--- src/rtl/link_pkg.sv ---
// Shared definitions for the link receive/transmit path: word width,
// deserialiser state encoding and drop-counter width.
package link_pkg;

    localparam int unsigned LINK_WIDTH = 32;
    localparam int unsigned DROP_W     = 8;

    typedef enum logic [1:0] {
        WAIT_IDLE = 2'd0,
        IDLE      = 2'd1,
        SHIFT     = 2'd2,
        FULL      = 2'd3
    } rxState_e;

endpackage

--- src/rtl/spi_link_receiver_if.sv ---
// Word handshake between a link receiver (master) and the node's receiver queue (slave).
interface spi_link_receiver_if #(
    parameter int unsigned WIDTH = 32
);

    logic [WIDTH-1:0] out_data;
    logic             out_check;
    logic             out_ack;

    modport master (output out_data, output out_check, input out_ack);
    modport slave  (input out_data, input out_check, output out_ack);

endinterface

--- src/rtl/link_fifo.sv ---
// Single-clock FIFO with a registered head that holds the last popped word
// while empty.
module link_fifo #(
    parameter int unsigned WIDTH = 32,
    parameter int unsigned DEPTH = 4
) (
    input  logic             clk,
    input  logic             reset,
    input  logic             push,
    input  logic [WIDTH-1:0] pushData,
    input  logic             pop,
    output logic             full,
    output logic             empty,
    output logic [WIDTH-1:0] head
);

    localparam int unsigned PTR_W = $clog2(DEPTH);

    logic [WIDTH-1:0] mem [DEPTH];
    logic [PTR_W-1:0] wrPtr;
    logic [PTR_W-1:0] rdPtr;
    logic [PTR_W-1:0] rdNext;
    logic [PTR_W:0]   count;
    logic [PTR_W:0]   countNext;
    logic             doPush;
    logic             doPop;

    assign empty  = (count == '0);
    assign full   = (count == (PTR_W + 1)'(DEPTH));
    assign doPop  = pop & ~empty;
    assign doPush = push & (~full | doPop);
    assign rdNext = doPop ? rdPtr + PTR_W'(1) : rdPtr;

    always_comb begin
        countNext = count;
        case ({doPush, doPop})
            2'b10:   countNext = count + 1'b1;
            2'b01:   countNext = count - 1'b1;
            default: countNext = count;
        endcase
    end

    always_ff @(posedge clk) begin
        if (doPush) begin
            mem[wrPtr] <= pushData;
        end
    end

    // Head is registered; a word written into the slot becoming head bypasses memory.
    always_ff @(posedge clk) begin
        if (reset) begin
            wrPtr <= '0;
            rdPtr <= '0;
            count <= '0;
            head  <= '0;
        end else begin
            if (doPush) begin
                wrPtr <= wrPtr + PTR_W'(1);
            end
            rdPtr <= rdNext;
            count <= countNext;
            if (countNext != '0) begin
                head <= (doPush && (wrPtr == rdNext)) ? pushData : mem[rdNext];
            end
        end
    end

endmodule

--- src/rtl/spi_link_receiver.sv ---
// Link receive front end: synchronises neighbour SPI lines, deserialises
// MSB-first frames and queues complete words for the node.
module spi_link_receiver
    import link_pkg::*;
#(
    parameter int unsigned WIDTH       = LINK_WIDTH,
    parameter int unsigned DEPTH       = 4,
    parameter int unsigned SYNC_STAGES = 2
) (
    input  logic                clk,
    input  logic                reset,
    input  logic                spi_clk,
    input  logic                spi_cs,
    input  logic                spi_data,
    spi_link_receiver_if.master link,
    output logic                frame_err,
    output logic                overflow,
    output logic [DROP_W-1:0]   drop_count
);

    localparam int unsigned CNT_W    = $clog2(WIDTH + 1);
    localparam int unsigned SETTLE   = SYNC_STAGES + 1;
    localparam int unsigned SETTLE_W = $clog2(SETTLE + 1);

    logic [SYNC_STAGES-1:0] clkSync;
    logic [SYNC_STAGES-1:0] csSync;
    logic [SYNC_STAGES-1:0] dataSync;
    logic                   clkDly;
    logic                   csDly;
    logic [SETTLE_W-1:0]    settleCnt;

    logic sclkS, csS, dataS, sclkRise, csRise, csFall, settled;

    rxState_e         state, stateNext;
    logic [WIDTH-1:0] shiftReg, shiftNext;
    logic [CNT_W-1:0] bitCnt, cntNext;
    logic             bad, badNext;
    logic             pushReq, errReq;

    logic fifoFull, fifoEmpty, popReq, ovfNow;

    assign sclkS    = clkSync[SYNC_STAGES-1];
    assign csS      = csSync[SYNC_STAGES-1];
    assign dataS    = dataSync[SYNC_STAGES-1];
    assign sclkRise = sclkS & ~clkDly;
    assign csRise   = csS & ~csDly;
    assign csFall   = ~csS & csDly;
    assign settled  = (settleCnt == SETTLE_W'(SETTLE));

    // The settle count keeps WAIT_IDLE from trusting the cleared synchronisers,
    // so a frame already active at reset is not mistaken for idle.
    always_ff @(posedge clk) begin
        if (reset) begin
            clkSync   <= '0;
            csSync    <= '0;
            dataSync  <= '0;
            clkDly    <= 1'b0;
            csDly     <= 1'b0;
            settleCnt <= '0;
        end else begin
            clkSync  <= {clkSync[SYNC_STAGES-2:0], spi_clk};
            csSync   <= {csSync[SYNC_STAGES-2:0], spi_cs};
            dataSync <= {dataSync[SYNC_STAGES-2:0], spi_data};
            clkDly   <= sclkS;
            csDly    <= csS;
            if (!settled) begin
                settleCnt <= settleCnt + 1'b1;
            end
        end
    end

    always_ff @(posedge clk) begin
        if (reset) begin
            state    <= WAIT_IDLE;
            shiftReg <= '0;
            bitCnt   <= '0;
            bad      <= 1'b0;
        end else begin
            state    <= stateNext;
            shiftReg <= shiftNext;
            bitCnt   <= cntNext;
            bad      <= badNext;
        end
    end

    always_comb begin
        stateNext = state;
        shiftNext = shiftReg;
        cntNext   = bitCnt;
        badNext   = bad;
        pushReq   = 1'b0;
        errReq    = 1'b0;
        case (state)
            WAIT_IDLE: begin
                if (settled && !csS) stateNext = IDLE;
            end
            IDLE: begin
                if (csRise) begin
                    stateNext = SHIFT;
                    cntNext   = '0;
                    badNext   = 1'b0;
                end
            end
            SHIFT: begin
                if (csFall) begin
                    errReq    = 1'b1;
                    stateNext = IDLE;
                end else if (sclkRise) begin
                    shiftNext = {shiftReg[WIDTH-2:0], dataS};
                    cntNext   = bitCnt + 1'b1;
                    if (bitCnt == CNT_W'(WIDTH - 1)) stateNext = FULL;
                end
            end
            FULL: begin
                if (csFall) begin
                    pushReq   = ~bad;
                    errReq    = bad;
                    stateNext = IDLE;
                end else if (sclkRise) begin
                    badNext = 1'b1;
                end
            end
            default: stateNext = WAIT_IDLE;
        endcase
    end

    assign popReq = link.out_ack & ~fifoEmpty;
    assign ovfNow = pushReq & fifoFull & ~popReq;

    link_fifo #(
        .WIDTH (WIDTH),
        .DEPTH (DEPTH)
    ) u_fifo (
        .clk      (clk),
        .reset    (reset),
        .push     (pushReq),
        .pushData (shiftReg),
        .pop      (popReq),
        .full     (fifoFull),
        .empty    (fifoEmpty),
        .head     (link.out_data)
    );

    assign link.out_check = ~fifoEmpty;

    always_ff @(posedge clk) begin
        if (reset) begin
            frame_err  <= 1'b0;
            overflow   <= 1'b0;
            drop_count <= '0;
        end else begin
            frame_err <= errReq;
            overflow  <= ovfNow;
            if ((errReq || ovfNow) && (drop_count != '1)) begin
                drop_count <= drop_count + 1'b1;
            end
        end
    end

endmodule

--- src/flat_wrapper.sv ---
// flat-port wrapper written by rule: the top's interface ports become plain ports
module spi_link_receiver_flat import link_pkg::*;
#(
    parameter int unsigned WIDTH       = LINK_WIDTH,
    parameter int unsigned DEPTH       = 4,
    parameter int unsigned SYNC_STAGES = 2
)
  (clk, reset, spi_clk, spi_cs, spi_data, frame_err, overflow, drop_count, link_out_data, link_out_check, link_out_ack);
  spi_link_receiver_if #(.WIDTH(WIDTH)) link_i ();
  input  logic clk;
  input  logic reset;
  input  logic spi_clk;
  input  logic spi_cs;
  input  logic spi_data;
  output logic frame_err;
  output logic overflow;
  output logic [DROP_W-1:0] drop_count;
  output wire logic [$bits(link_i.out_data)-1:0] link_out_data;
  output wire logic [$bits(link_i.out_check)-1:0] link_out_check;
  input wire logic [$bits(link_i.out_ack)-1:0] link_out_ack;
  assign link_out_data = link_i.out_data;
  assign link_out_check = link_i.out_check;
  assign link_i.out_ack = link_out_ack;
  spi_link_receiver #(.WIDTH(WIDTH), .DEPTH(DEPTH), .SYNC_STAGES(SYNC_STAGES)) u_core (.clk(clk), .reset(reset), .spi_clk(spi_clk), .spi_cs(spi_cs), .spi_data(spi_data), .link(link_i), .frame_err(frame_err), .overflow(overflow), .drop_count(drop_count));
endmodule
--- config.mk ---
export PLATFORM = sky130hd
export DESIGN_NAME = spi_link_receiver_flat
export DESIGN_NICKNAME = d
export VERILOG_FILES = /design/src/rtl/link_pkg.sv /design/src/rtl/spi_link_receiver_if.sv /design/src/rtl/link_fifo.sv /design/src/rtl/spi_link_receiver.sv /design/src/flat_wrapper.sv
export SDC_FILE = /design/constraint.sdc
export NUM_CORES = 1
export LEC_CHECK = 0
export CORE_AREA = 3 3 201 203
export CTS_CLUSTER_DIAMETER = 80
export DETAILED_ROUTE_END_ITERATION = 10
export DIE_AREA = 0 0 204 206
export PLACE_DENSITY = 0.38
export SYNTH_ARGS = -nofsm -noshare
export SYNTH_HDL_FRONTEND = slang
export SYNTH_SLANG_ARGS = --single-unit
--- constraint.sdc ---
create_clock -name clk -period 10.05 [get_ports clk]
set_input_delay 3.015 -clock clk [delete_from_list [all_inputs] [get_ports clk]]
set_output_delay 3.015 -clock clk [all_outputs]
set_load 0.02 [all_outputs]
==> metrics.md, run 1 <==
| Metric | Value |
|---|---|
| Result of the run | complete, no violations |
| Total of cells resized after clock tree synthesis | 0 |
| Max-cap check violation count | 0 |
| Fraction of the yosys area taken by sequential cells | 0.581 |
| Final setup fails | 0 |
| First-pass GRT wire length | 39.0 mm |
| Number of enable flip-flop cells after synthesis | 128 |
| Slew margin rel. | 0.267 |
| Data arrival time of the critical path | 6.50 ns |
| Startpoint of the lowest-slack hold path | u_core.dataSync[0]$_SDFF_PP0_ |
| Clock tree sinks | 228 |
| Top cells by instance count after synthesis | sky130_fd_sc_hd__edfxtp_1, sky130_fd_sc_hd__nand2_1, sky130_fd_sc_hd__dfxtp_1 |
| Critical-path top delay cell | sky130_fd_sc_hd__buf_4 |
| CTS tree | yes |
| Gp weighted congestion | 0.686 |
| Insertion delay of the later-clocked pin in the worst-skew pair | 0.53 ns |
| Synth top area share | 0.382 |
| Most area-consuming cells after synthesis | sky130_fd_sc_hd__edfxtp_1, sky130_fd_sc_hd__dfxtp_1, sky130_fd_sc_hd__mux2i_1 |
| Number of warnings issued by yosys | 0 |
| Internal reg-to-reg setup slack | 6.43 ns |
| CTS buffer count | 28 |
| Clock Pin Slew Worst Setup and Hold Paths | 0.06 ns |
| Library cell occupying the most area in the post-synthesis netlist | sky130_fd_sc_hd__edfxtp_1 |
| Max Transition Viols Final | 0 |
| Vertical die dimension | 206 um |
| Effective utilization at floorplan | 0.260 |
| Capturing point of the worst reg2reg path | u_core.u_fifo.head[28]$_SDFFE_PP0P_ |
| Total leakage power | 3.75 nW |
| Final instance count without filler cells | 1,438 |
| Top_reg_cell synth | sky130_fd_sc_hd__edfxtp_1 |
| Ordered cell list for the critical path | clkdlybuf4s50_1, o31ai_4, buf_4, inv_1, ha_1, inv_1, fa_1, xor2_1, mux2i_1, nand2_1, nor2_2, buf_4, a22o_1 |
| Critical path start-end classification | in2reg |
| PwrDens | 170 nW/um2 |
| Req. time, crit path | 10.53 ns |
| Netlist area before placement | 10,100 um2 |
| Crit-path max FO | 67 |
| Detailed-route via count | 6,465 |
| Max Root-Sink Buffers | 3 |
| Buffers plus inverters on the worst setup path | 5 |
| Avg WL per Cell | 17.4 um |
| Count of TritonRoute iterations in the first routing pass | 4 |
| Post-detail-place hpwl | 12.8 mm |
| Antenna violations before repair | 0 |
| Fin Clk Skew | 0.00530 ns |
| Number of global-route vias before repair | 6,548 |
| Worst Max-Slew Pin Slew | 1.10 ns |
| Setup TNS | 0 ns |
| Setup repair after global routing missed its margin | no |
| Syn_nets | 887 |
| Worst reg2reg path startpoint | u_core.state[0]$_SDFFE_PP0P_ |
| Number of antenna repair diodes | 0 |
| Mean number of vias per cell | 4.50 |
| Number of levels in the clock H-tree | 1 |
| Total Routed Length | 25.0 mm |
| CP peak stage delay | 0.69 ns |
| Fin nets | 918 |
| Ratio of final minimum period to clock period | 0.599 |
| Number of remaining DRC errors | 0 |
| Mean Syn Cell Area | 11.6 um2 |
| Fmax | 0.166 GHz |
| Total number of placement rows | 72 |
| Share of layout cells above drive strength 1 | 0.110 |
| Tot GR Track Use | 0.119 |
| Total die area | 42,000 um2 |
| Critical path startpoint category | primary input |
| Pin count of the biggest net entering global routing | 70 |
| Hold path cells | 1 |
| Number of hold-slack violations in the final timing report | 0 |
| Final antenna-violating net count | 0 |
| Post CTS Setup Buffer Count | 0 |
| Root Driver | sky130_fd_sc_hd__clkbuf_16 |
| Length in cells of the worst reg-to-reg path | 13 |
| Family with the most delay on the worst path | buffers and inverters |
| Core area | 38,600 um2 |
| Most common cell in the netlist | sky130_fd_sc_hd__edfxtp_1 |
| Share of synthesized flip-flops with an asynchronous set or reset | 0 |
| Class of the tightest hold or removal check | reg2reg |
| IO Count | 49 |
| Count of input and output buffers | 48 |
| Post-placement cell count | 1,386 |
| Layout overhead on the synthesized area | 18.8% |
| Initial DRC Count | 294 |
| Worst supply voltage drop on vdd | 146 uV |
| Number of instances in the synthesized netlist | 867 |
| Hold buffers post-CTS | 0 |
| Flops & latches, synth | 228 |
| Capture endpoint of the worst hold path | u_core.dataSync[1]$_SDFF_PP0_ |
| Crit path time final | 6.02 ns |
| DIE WIDTH | 204 um |
| GRT overflow | 0 |
| Number of unique standard cell types used by synthesis | 47 |
| Type of destination of the critical path | flop |
-- area by class of cell --
class,count,area [um2]
fillers,3923,26700
flip-flops and latches,228,5850
multi-input cells,570,3940
clock buffers,44,872
well taps,518,648
repair buffers,59,558
inverters,11,41.3
clock inverters,8,38.8
-- per-stage QoR --
step / area (um2) / worst slack [ns] / hold slack, ns / power (mW) / utilization
3_5_place_dp: 11000 / 3.48 / 0.425 / 1.07 / 0.286
5_1_grt: 12000 / 3.76 / 0.460 / 2.11 / 0.309
4_1_cts: 12000 / 4.02 / 0.439 / 2.07 / 0.309
6_report: 12000 / 4.03 / 0.435 / 2.03 / 0.309
3_3_place_gp: 11000 / 3.52 / 0.420 / 1.07 / 0.286
2_1_floorplan: 10100 / 4.71 / 0.414 / 1.05 / -
-- sequential cells by signal, summed over array words and instances, names as in the netlist, 3 cells and up --
| register | cells |
|---|---|
| u_core.bitCnt | 6 |
| u_core.drop_count | 8 |
| u_core.shiftReg | 32 |
| u_core.u_fifo.count | 3 |
| u_core.u_fifo.head | 32 |
| u_core.u_fifo.mem | 128 |
-- power breakdown --
part	switching, mW	leakage [nW]	internal (mW)	total (mW)
Clock	0.385	0.450	0.590	0.975
Sequential	0.00611	1.99	0.982	0.988
Combinational	0.0373	1.31	0.0248	0.0621
Total	0.429	3.75	1.60	2.03
-- metal layers --
metal  GRT usage  part of all wire  routed length (um)  vias to the layer above
li1            -                 -                   -                     3224
met1       0.161              0.49               12200                     3131
met2       0.199              0.46               11400                       78
met3      0.0195             0.032                 811                       32
met4      0.0283             0.021                 537                        0
met5           0                 0                   0                        -
-- worst max path at each step --
stage            startpoint                                  end  slack, ns  cells after the start
6_report       link_out_ack  u_core.u_fifo.head[28]$_SDFFE_PP0P_       4.03                     13
5_1_grt        link_out_ack   u_core.u_fifo.head[9]$_SDFFE_PP0P_       3.76                     13
2_1_floorplan  link_out_ack  u_core.u_fifo.head[10]$_SDFFE_PP0P_       4.71                     13
3_3_place_gp   link_out_ack  u_core.u_fifo.head[28]$_SDFFE_PP0P_       3.52                     13
3_5_place_dp   link_out_ack  u_core.u_fifo.head[28]$_SDFFE_PP0P_       3.48                     13
4_1_cts        link_out_ack   u_core.u_fifo.head[9]$_SDFFE_PP0P_       4.02                     13
-- worst reg2reg max path, stage by stage, from the launching register on --
cell                       delay [ns]
sky130_fd_sc_hd__dfxtp_1         0.38
sky130_fd_sc_hd__ha_1            0.30
sky130_fd_sc_hd__and4bb_1        0.26
sky130_fd_sc_hd__nor2b_1         0.58
sky130_fd_sc_hd__inv_1           0.10
sky130_fd_sc_hd__ha_1            0.25
sky130_fd_sc_hd__inv_1           0.07
sky130_fd_sc_hd__fa_1            0.17
sky130_fd_sc_hd__xor2_1          0.25
sky130_fd_sc_hd__mux2i_1         0.30
sky130_fd_sc_hd__nand2_1         0.14
sky130_fd_sc_hd__nor2_2          0.10
sky130_fd_sc_hd__buf_4           0.44
sky130_fd_sc_hd__a22o_1          0.24
-- cell families (layout without fill, tap and decap cells) --
kind of cell             count (synthesis)  count (layout)  synth area share
XOR/XNOR                                20              20            0.0188
AND/OR/NAND/NOR                        251             251             0.116
AO/OA/AOI/OAI                          155             155             0.103
multiplexers                           130             130             0.133
flip-flops                             228             228             0.581
buffers and inverters                   69             122            0.0291
adder cells (fa/ha/maj)                 14              14            0.0182
-- cell usage in the layout, fill, tap and decap left out, drive strengths merged, types with 4 or more instances in the layout --
cell type / n
nand2: 107
clkdlybuf4s50: 47
nor2b: 11
xnor2: 11
mux2: 32
mux2i: 98
nor2: 31
and2: 6
clkinv: 7
nand3: 41
nand2b: 4
clkbuf: 44
inv: 11
nor3: 36
edfxtp: 128
xor2: 8
buf: 12
dfxtp: 100
a21oi: 75
o21a: 32
ha: 13
a22o: 31
(Power assumes the default switching activity.)
==> run 2: changes to the inputs <==
- PLACE_DENSITY: 0.38 -> 0.39
- clock period: 10.05 -> 5.15 ns (I/O delays scaled with it)
==> run 2 against run 1 <==
Compared with the run above: critical path depth stayed put; wire length fell by 0.56%; setup slack worse by 3.1 ns; largest power group is now clock; utilization up 0.24 points; global-route usage is essentially flat; sequential power increased by 95%; via count grew 0.84%; combinational power rose by 98%; power up 97%.
==> metrics.md, run 2 (synthesis results as in run 1) <==
| Metric | Value |
|---|---|
| CTS tree | yes |
| Count of input and output buffers | 48 (unchanged) |
| Number of flip-flops in the largest register | 128 (unchanged) |
| Result of the run | complete, no violations |
| Count of TritonRoute iterations in the first routing pass | 5 (+1) |
| Number of remaining DRC errors | 0 (unchanged) |
| Ordered cell list for the critical path | clkdlybuf4s50_1, nor4b_2, nor2b_1, inv_1, ha_1, inv_1, fa_1, xor2_1, mux2i_1, a21oi_2, buf_4, o21a_1, a22o_1 |
| Mean number of vias per cell | 4.52 (+0.49%) |
| Number of global-route vias before repair | 6,347 (-3.1%) |
| Most frequent cells in the layout | sky130_fd_sc_hd__edfxtp_1, sky130_fd_sc_hd__nand2_1, sky130_fd_sc_hd__mux2i_1, sky130_fd_sc_hd__dfxtp_1, sky130_fd_sc_hd__a21oi_1 |
| Effective utilization at floorplan | 0.260 (unchanged) |
| Worst supply voltage drop on vdd | 228 uV (+56%) |
| Vertical die dimension | 206 um (unchanged) |
| Global-route met1 utilization | 0.168 (+0.00647) |
| Crit-path max FO | 31 (-54%) |
| Class of the tightest hold or removal check | reg2reg |
| Total Routed Length | 24.9 mm (-0.56%) |
| Number of levels in the clock H-tree | 1 (unchanged) |
| Capturing point of the worst reg2reg path | u_core.u_fifo.head[21]$_SDFFE_PP0P_ |
| Met2 demand-to-capacity share in global routing | 0.194 (-0.00493) |
| Final core utilization | 0.312 (+0.00240) |
| Max Transition Viols Final | 0 (unchanged) |
| Largest registers in the final layout | u_core.u_fifo.mem x128, u_core.shiftReg x32, u_core.u_fifo.head x32 |
| Startpoint of the lowest-slack hold path | u_core.dataSync[1]$_SDFF_PP0_ |
| Critical-path top delay cell | sky130_fd_sc_hd__clkdlybuf4s50_1 |
| Worst reg2reg path startpoint | u_core.state[0]$_SDFFE_PP0P_ |
| Fmax | 0.240 GHz |
| Critical path start-end classification | in2reg |
| GRT overflow | 0 (unchanged) |
| Total number of placement rows | 72 (unchanged) |
| Type of destination of the critical path | flop |
| Length in cells of the worst reg-to-reg path | 13 (unchanged) |
| Fin Clk Skew | 0.0188 ns (+0.0135 ns) |
| Clock tree sinks | 228 (unchanged) |
| Layout overhead on the synthesized area | 19.8% |
| Tot GR Track Use | 0.119 (+0.000411) |
| Internal reg-to-reg setup slack | 2.00 ns (-4.43 ns) |
| Share of layout cells above drive strength 1 | 0.112 (+0.00265) |
| IO Count | 49 (unchanged) |
| Data arrival time of the critical path | 4.60 ns (-1.90 ns) |
| Ratio of final minimum period to clock period | 0.810 |
| Total die area | 42,000 um2 (unchanged) |
| Number of antenna repair diodes | 0 (unchanged) |
| Avg WL per Cell | 17.3 um (-0.90%) |
| Antenna violations before repair | 0 (unchanged) |
| Final antenna-violating net count | 0 (unchanged) |
| CP peak stage delay | 0.52 ns (-0.17 ns) |
| Final setup fails | 0 (unchanged) |
| Post-detail-place hpwl | 13.7 mm (+6.9%) |
| Gp weighted congestion | 0.689 (+0.35%) |
| First-pass GRT wire length | 39.0 mm (+0.20%) |
| Detailed-route via count | 6,519 (+0.84%) |
| Max-cap check violation count | 0 (unchanged) |
| Initial DRC Count | 284 (-3.4%) |
| Most prevalent standard cell on the critical path | sky130_fd_sc_hd__inv_1 |
| Peak-usage layer in the global routing report | met2 |
| Req. time, crit path | 5.57 ns (-4.96 ns) |
| Clock Pin Slew Worst Setup and Hold Paths | 0.06 ns (about the same) |
| Insertion delay of the later-clocked pin in the worst-skew pair | 0.55 ns (+0.02 ns) |
| Critical path startpoint category | primary input |
| Setup repair after global routing missed its margin | no |
| Fin nets | 925 (+0.76%) |
| Crit path time final | 4.17 ns |
| Hold buffers post-CTS | 0 (unchanged) |
| Post CTS Setup Buffer Count | 0 (unchanged) |
| Leading cell type in the layout, fill and taps excluded | sky130_fd_sc_hd__edfxtp_1 |
| Largest reg by FF count | u_core.u_fifo.mem |
| Worst Max-Slew Pin Slew | 0.835 ns (-0.264 ns) |
| Setup TNS | 0 ns (unchanged) |
| Core area | 38,600 um2 (unchanged) |
| Slew margin rel. | 0.444 (+0.176) |
| Number of hold-slack violations in the final timing report | 0 (unchanged) |
| Hold path cells | 2 (+1) |
| Max Root-Sink Buffers | 3 (unchanged) |
| Global-route track usage on met3 | 0.0172 (-0.00236) |
| CTS buffer count | 27 (-3.6%) |
| Total leakage power | 3.80 nW (+1.4%) |
| Root Driver | sky130_fd_sc_hd__clkbuf_16 |
| Pin count of the biggest net entering global routing | 67 (-4.3%) |
| DIE WIDTH | 204 um (unchanged) |
| Total of cells resized after clock tree synthesis | 0 (unchanged) |
| PwrDens | 331 nW/um2 (+96%) |
| Capture endpoint of the worst hold path | u_core.shiftReg[0]$_SDFFE_PP0P_ |
-- run 2: cell count changes in the layout (fill, tap and decap cells not counted), sizes merged --
cell      before  now
clkinv         7    6
buf           12   20
bufinv         0    3
clkbuf        44   39
clkinvlp       1    0
inv           11   12
-- run 2: worst max-delay path by stage --
stage,slack (ns),endpoint,depth (start not counted),from
after detailed placement,0.47,u_core.u_fifo.head[12]$_SDFFE_PP0P_,13,link_out_ack
final,0.98,u_core.u_fifo.head[21]$_SDFFE_PP0P_,13,link_out_ack
after global placement,0.57,u_core.u_fifo.head[5]$_SDFFE_PP0P_,13,link_out_ack
after CTS,1.03,u_core.u_fifo.head[21]$_SDFFE_PP0P_,13,link_out_ack
after global routing,0.80,u_core.u_fifo.head[2]$_SDFFE_PP0P_,13,link_out_ack
after floorplan,1.28,u_core.u_fifo.head[10]$_SDFFE_PP0P_,13,link_out_ack
-- run 2: per-stage QoR --
stage | setup slack, ns | hold slack, ns | instance area (um2) | cells | total power, mW
3_3_place_gp | 0.570 | 0.420 | 11100 | 1394 | 2.09
5_1_grt | 0.797 | 0.445 | 12000 | 1443 | 4.16
2_1_floorplan | 1.28 | 0.414 | 10100 | 867 | 2.06
3_5_place_dp | 0.468 | 0.426 | 11100 | 1394 | 2.09
6_report | 0.977 | 0.419 | 12000 | 1443 | 3.99
4_1_cts | 1.03 | 0.430 | 12000 | 1443 | 4.07
-- run 2: where the power goes --
part | internal [mW] | leakage, nW | switching [mW] | total, mW
clock network | 1.19 | 0.450 | 0.752 | 1.94
registers | 1.92 | 1.99 | 0.0117 | 1.93
logic | 0.0494 | 1.36 | 0.0732 | 0.123
-- run 2: final cells by class --
type | count | area (um2)
fillers | 3907 | 26600
flip-flops and latches | 228 | 5850
multi-input cells | 570 | 3940
clock buffers | 39 | 771
repair buffers | 67 | 656
well taps | 518 | 648
clock inverters | 10 | 139
inverters | 11 | 41.3
-- run 2: critical path, delay by kind of cell --
family / cells / cell delay, ns
AO/OA/AOI/OAI: 3 / 0.44
XOR/XNOR: 1 / 0.26
adder cells (fa/ha/maj): 2 / 0.54
buffers and inverters: 4 / 0.97
multiplexers: 1 / 0.29
AND/OR/NAND/NOR: 2 / 0.55
-- run 2: metal layers --
metal | up-vias | share of wire
met4 | 0 | 0.023
li1 | 3233 | -
met5 | - | 0
met2 | 77 | 0.46
met1 | 3167 | 0.50
met3 | 42 | 0.027
==> run 3: changes to the inputs <==
- clock period: 5.15 -> 3.6 ns (I/O delays scaled with it)
==> run 3 against run 2 <==
Compared with the run above: sequential share of layout area decreased by 0.93 points; wire length rose by 1.6%; setup slack worse by 0.66 ns; count of clock-buffer cells in the layout is 1 higher; critical path depth unchanged; via count grew 1.2%; die area stayed put; power increased by 46%; critical endpoint is now u_core.u_fifo.head[20]$_SDFFE_PP0P_; highest routed layer unchanged.
==> metrics.md, run 3 (synthesis results as in run 1) <==
| Metric | Value |
|---|---|
| Result of the run | complete, no violations |
| Vertical die dimension | 206 um (unchanged) |
| Number of remaining DRC errors | 0 (unchanged) |
| Clock tree sinks | 228 (unchanged) |
| Slew margin rel. | 0.365 (-0.0785) |
| Final WS setup | 0.321 ns (-0.656 ns) |
| Max Root-Sink Buffers | 3 (unchanged) |
| Hold path cells | 1 (-1) |
| Fill count | 3,892 (-0.38%) |
| Count of input and output buffers | 48 (unchanged) |
| Final total power | 5.81 mW (+46%) |
| Worst supply voltage drop on vdd | 331 uV (+45%) |
| Number of flip-flops in the largest register | 128 (unchanged) |
| Setup repair after global routing missed its margin | no |
| Final antenna-violating net count | 0 (unchanged) |
| Tot GR Track Use | 0.121 (+0.00224) |
| Final instance count without filler cells | 1,460 (+1.2%) |
| Type of destination of the critical path | flop |
| Total of cells resized after clock tree synthesis | 0 (unchanged) |
| PwrDens | 474 nW/um2 (+43%) |
| Length in cells of the worst reg-to-reg path | 13 (unchanged) |
| Total leakage power | 3.94 nW (+3.5%) |
| Capture endpoint of the worst hold path | u_core.csSync[1]$_SDFF_PP0_ |
| Ratio of final minimum period to clock period | 0.911 |
| Fin Clk Skew | 0.0302 ns (+0.0114 ns) |
| Number of levels in the clock H-tree | 1 (unchanged) |
| Gp weighted congestion | 0.712 (+3.4%) |
| Effective utilization at floorplan | 0.260 (unchanged) |
| Fmax | 0.305 GHz |
| Crit path time final | 3.28 ns |
| Internal reg-to-reg setup slack | 0.65 ns (-1.35 ns) |
| Initial DRC Count | 246 (-13%) |
| Root Driver | sky130_fd_sc_hd__clkbuf_16 |
| Number of antenna repair diodes | 0 (unchanged) |
| Post-placement cell count | 1,409 (+1.1%) |
| Total number of placement rows | 72 (unchanged) |
| Combined area of the multi-input logic cells | 3940 um2 (unchanged) |
| Layout overhead on the synthesized area | 22.1% |
| Post CTS Setup Buffer Count | 0 (unchanged) |
| Largest reg by FF count | u_core.u_fifo.mem |
| Core area | 38,600 um2 (unchanged) |
| Leading cell type in the layout, fill and taps excluded | sky130_fd_sc_hd__edfxtp_1 |
| CTS tree | yes |
| GRT overflow | 0 (unchanged) |
| Startpoint of the lowest-slack hold path | u_core.csSync[0]$_SDFF_PP0_ |
| Worst reg2reg path startpoint | u_core.state[0]$_SDFFE_PP0P_ |
| Total Routed Length | 25.3 mm (+1.6%) |
| Detailed-route via count | 6,596 (+1.2%) |
| Data arrival time of the critical path | 3.70 ns (-0.90 ns) |
| Post-detail-place hpwl | 14.5 mm (+5.4%) |
| Most frequent cells in the layout | sky130_fd_sc_hd__edfxtp_1, sky130_fd_sc_hd__nand2_1, sky130_fd_sc_hd__mux2i_1, sky130_fd_sc_hd__dfxtp_1, sky130_fd_sc_hd__a21oi_1 |
| Fin nets | 941 (+1.7%) |
| Clock Pin Slew Worst Setup and Hold Paths | 0.06 ns (about the same) |
| Placement-stage worst setup slack | -0.257 ns (-0.725 ns) |
| Mean number of vias per cell | 4.52 (about the same) |
| Largest registers in the final layout | u_core.u_fifo.mem x128, u_core.shiftReg x32, u_core.u_fifo.head x32 |
| Req. time, crit path | 4.02 ns (-1.55 ns) |
| Final setup fails | 0 (unchanged) |
| Avg WL per Cell | 17.3 um (+0.40%) |
| Setup TNS | 0 ns (unchanged) |
| Max-cap check violation count | 0 (unchanged) |
| Class of the tightest hold or removal check | reg2reg |
| Critical path start-end classification | in2reg |
| Critical path startpoint category | primary input |
| Hold buffers post-CTS | 0 (unchanged) |
| Number of global-route vias before repair | 6,696 (+5.5%) |
| DIE WIDTH | 204 um (unchanged) |
| Capturing point of the worst reg2reg path | u_core.u_fifo.head[20]$_SDFFE_PP0P_ |
| Share of layout cells above drive strength 1 | 0.132 (+0.0192) |
| IO Count | 49 (unchanged) |
| Total die area | 42,000 um2 (unchanged) |
| Count of TritonRoute iterations in the first routing pass | 4 (-1) |
| Insertion delay of the later-clocked pin in the worst-skew pair | 0.55 ns (about the same) |
| Antenna violations before repair | 0 (unchanged) |
| First-pass GRT wire length | 39.9 mm (+2.2%) |
| Crit-path max FO | 22 (-29%) |
| Pin count of the biggest net entering global routing | 67 (unchanged) |
| Max Transition Viols Final | 0 (unchanged) |
| Sequential cell area | 5850 um2 (unchanged) |
| Worst Max-Slew Pin Slew | 0.950 ns (+0.115 ns) |
| Number of hold-slack violations in the final timing report | 0 (unchanged) |
| CTS buffer count | 28 (+3.7%) |
[run 3: cell count changes in the layout (fill, tap and decap cells not counted), moves of 3 or more]
cell,previous run,this run
sky130_fd_sc_hd__buf_12,3,8
sky130_fd_sc_hd__buf_4,16,26
sky130_fd_sc_hd__clkbuf_1,7,4
sky130_fd_sc_hd__clkbuf_16,27,30
[run 3: per-stage QoR]
step / cell area [um2] / utilization / hold slack, ns
3_5_place_dp: 11300 / 0.293 / 0.424
6_report: 12300 / 0.318 / 0.436
3_3_place_gp: 11300 / 0.293 / 0.425
4_1_cts: 12300 / 0.318 / 0.437
2_1_floorplan: 10100 / - / 0.414
5_1_grt: 12300 / 0.318 / 0.451
[run 3: how the worst max path moves through the flow]
stage / cells after the start / start / endpoint
final: 13 / link_out_ack / u_core.u_fifo.head[20]$_SDFFE_PP0P_
after global routing: 13 / link_out_ack / u_core.u_fifo.head[20]$_SDFFE_PP0P_
after CTS: 13 / link_out_ack / u_core.u_fifo.head[20]$_SDFFE_PP0P_
after detailed placement: 13 / link_out_ack / u_core.u_fifo.head[27]$_SDFFE_PP0P_
after global placement: 13 / link_out_ack / u_core.u_fifo.head[5]$_SDFFE_PP0P_
after floorplan: 13 / link_out_ack / u_core.u_fifo.head[10]$_SDFFE_PP0P_
[run 3: where the power goes]
| part | switching, mW | internal [mW] |
|---|---|---|
| logic | 0.102 | 0.0742 |
| clock network | 1.10 | 1.78 |
| registers | 0.0170 | 2.74 |
| total | 1.22 | 4.60 |
[run 3: layer usage]
layer / vias to the layer above / GRT usage / part of all wire / wire [um]
met1: 3197 / 0.164 / 0.48 / 12000
met5: - / 0 / 0 / 0
met4: 0 / 0.0280 / 0.021 / 540
met3: 39 / 0.0208 / 0.036 / 898
met2: 80 / 0.204 / 0.47 / 11800
li1: 3280 / - / - / -
[run 3: layout make-up]
cell class                 count  area share
sequential                   228       0.477
clock buffer                  40      0.0691
tap                          518      0.0528
timing repair buffer          82      0.0677
clock inverter                11     0.00988
multi-input combinational    570       0.321
inverter                      11     0.00336
[run 3: critical path, stage by stage]
cell,delay [ns]
sky130_fd_sc_hd__clkdlybuf4s50_1,0.43
sky130_fd_sc_hd__nor4b_2,0.31
sky130_fd_sc_hd__nor2b_1,0.10
sky130_fd_sc_hd__inv_1,0.07
sky130_fd_sc_hd__ha_1,0.16
sky130_fd_sc_hd__inv_1,0.06
sky130_fd_sc_hd__fa_1,0.37
sky130_fd_sc_hd__xor2_1,0.22
sky130_fd_sc_hd__mux2i_1,0.28
sky130_fd_sc_hd__a21oi_2,0.11
sky130_fd_sc_hd__buf_12,0.19
sky130_fd_sc_hd__o21a_1,0.11
sky130_fd_sc_hd__a22o_1,0.19
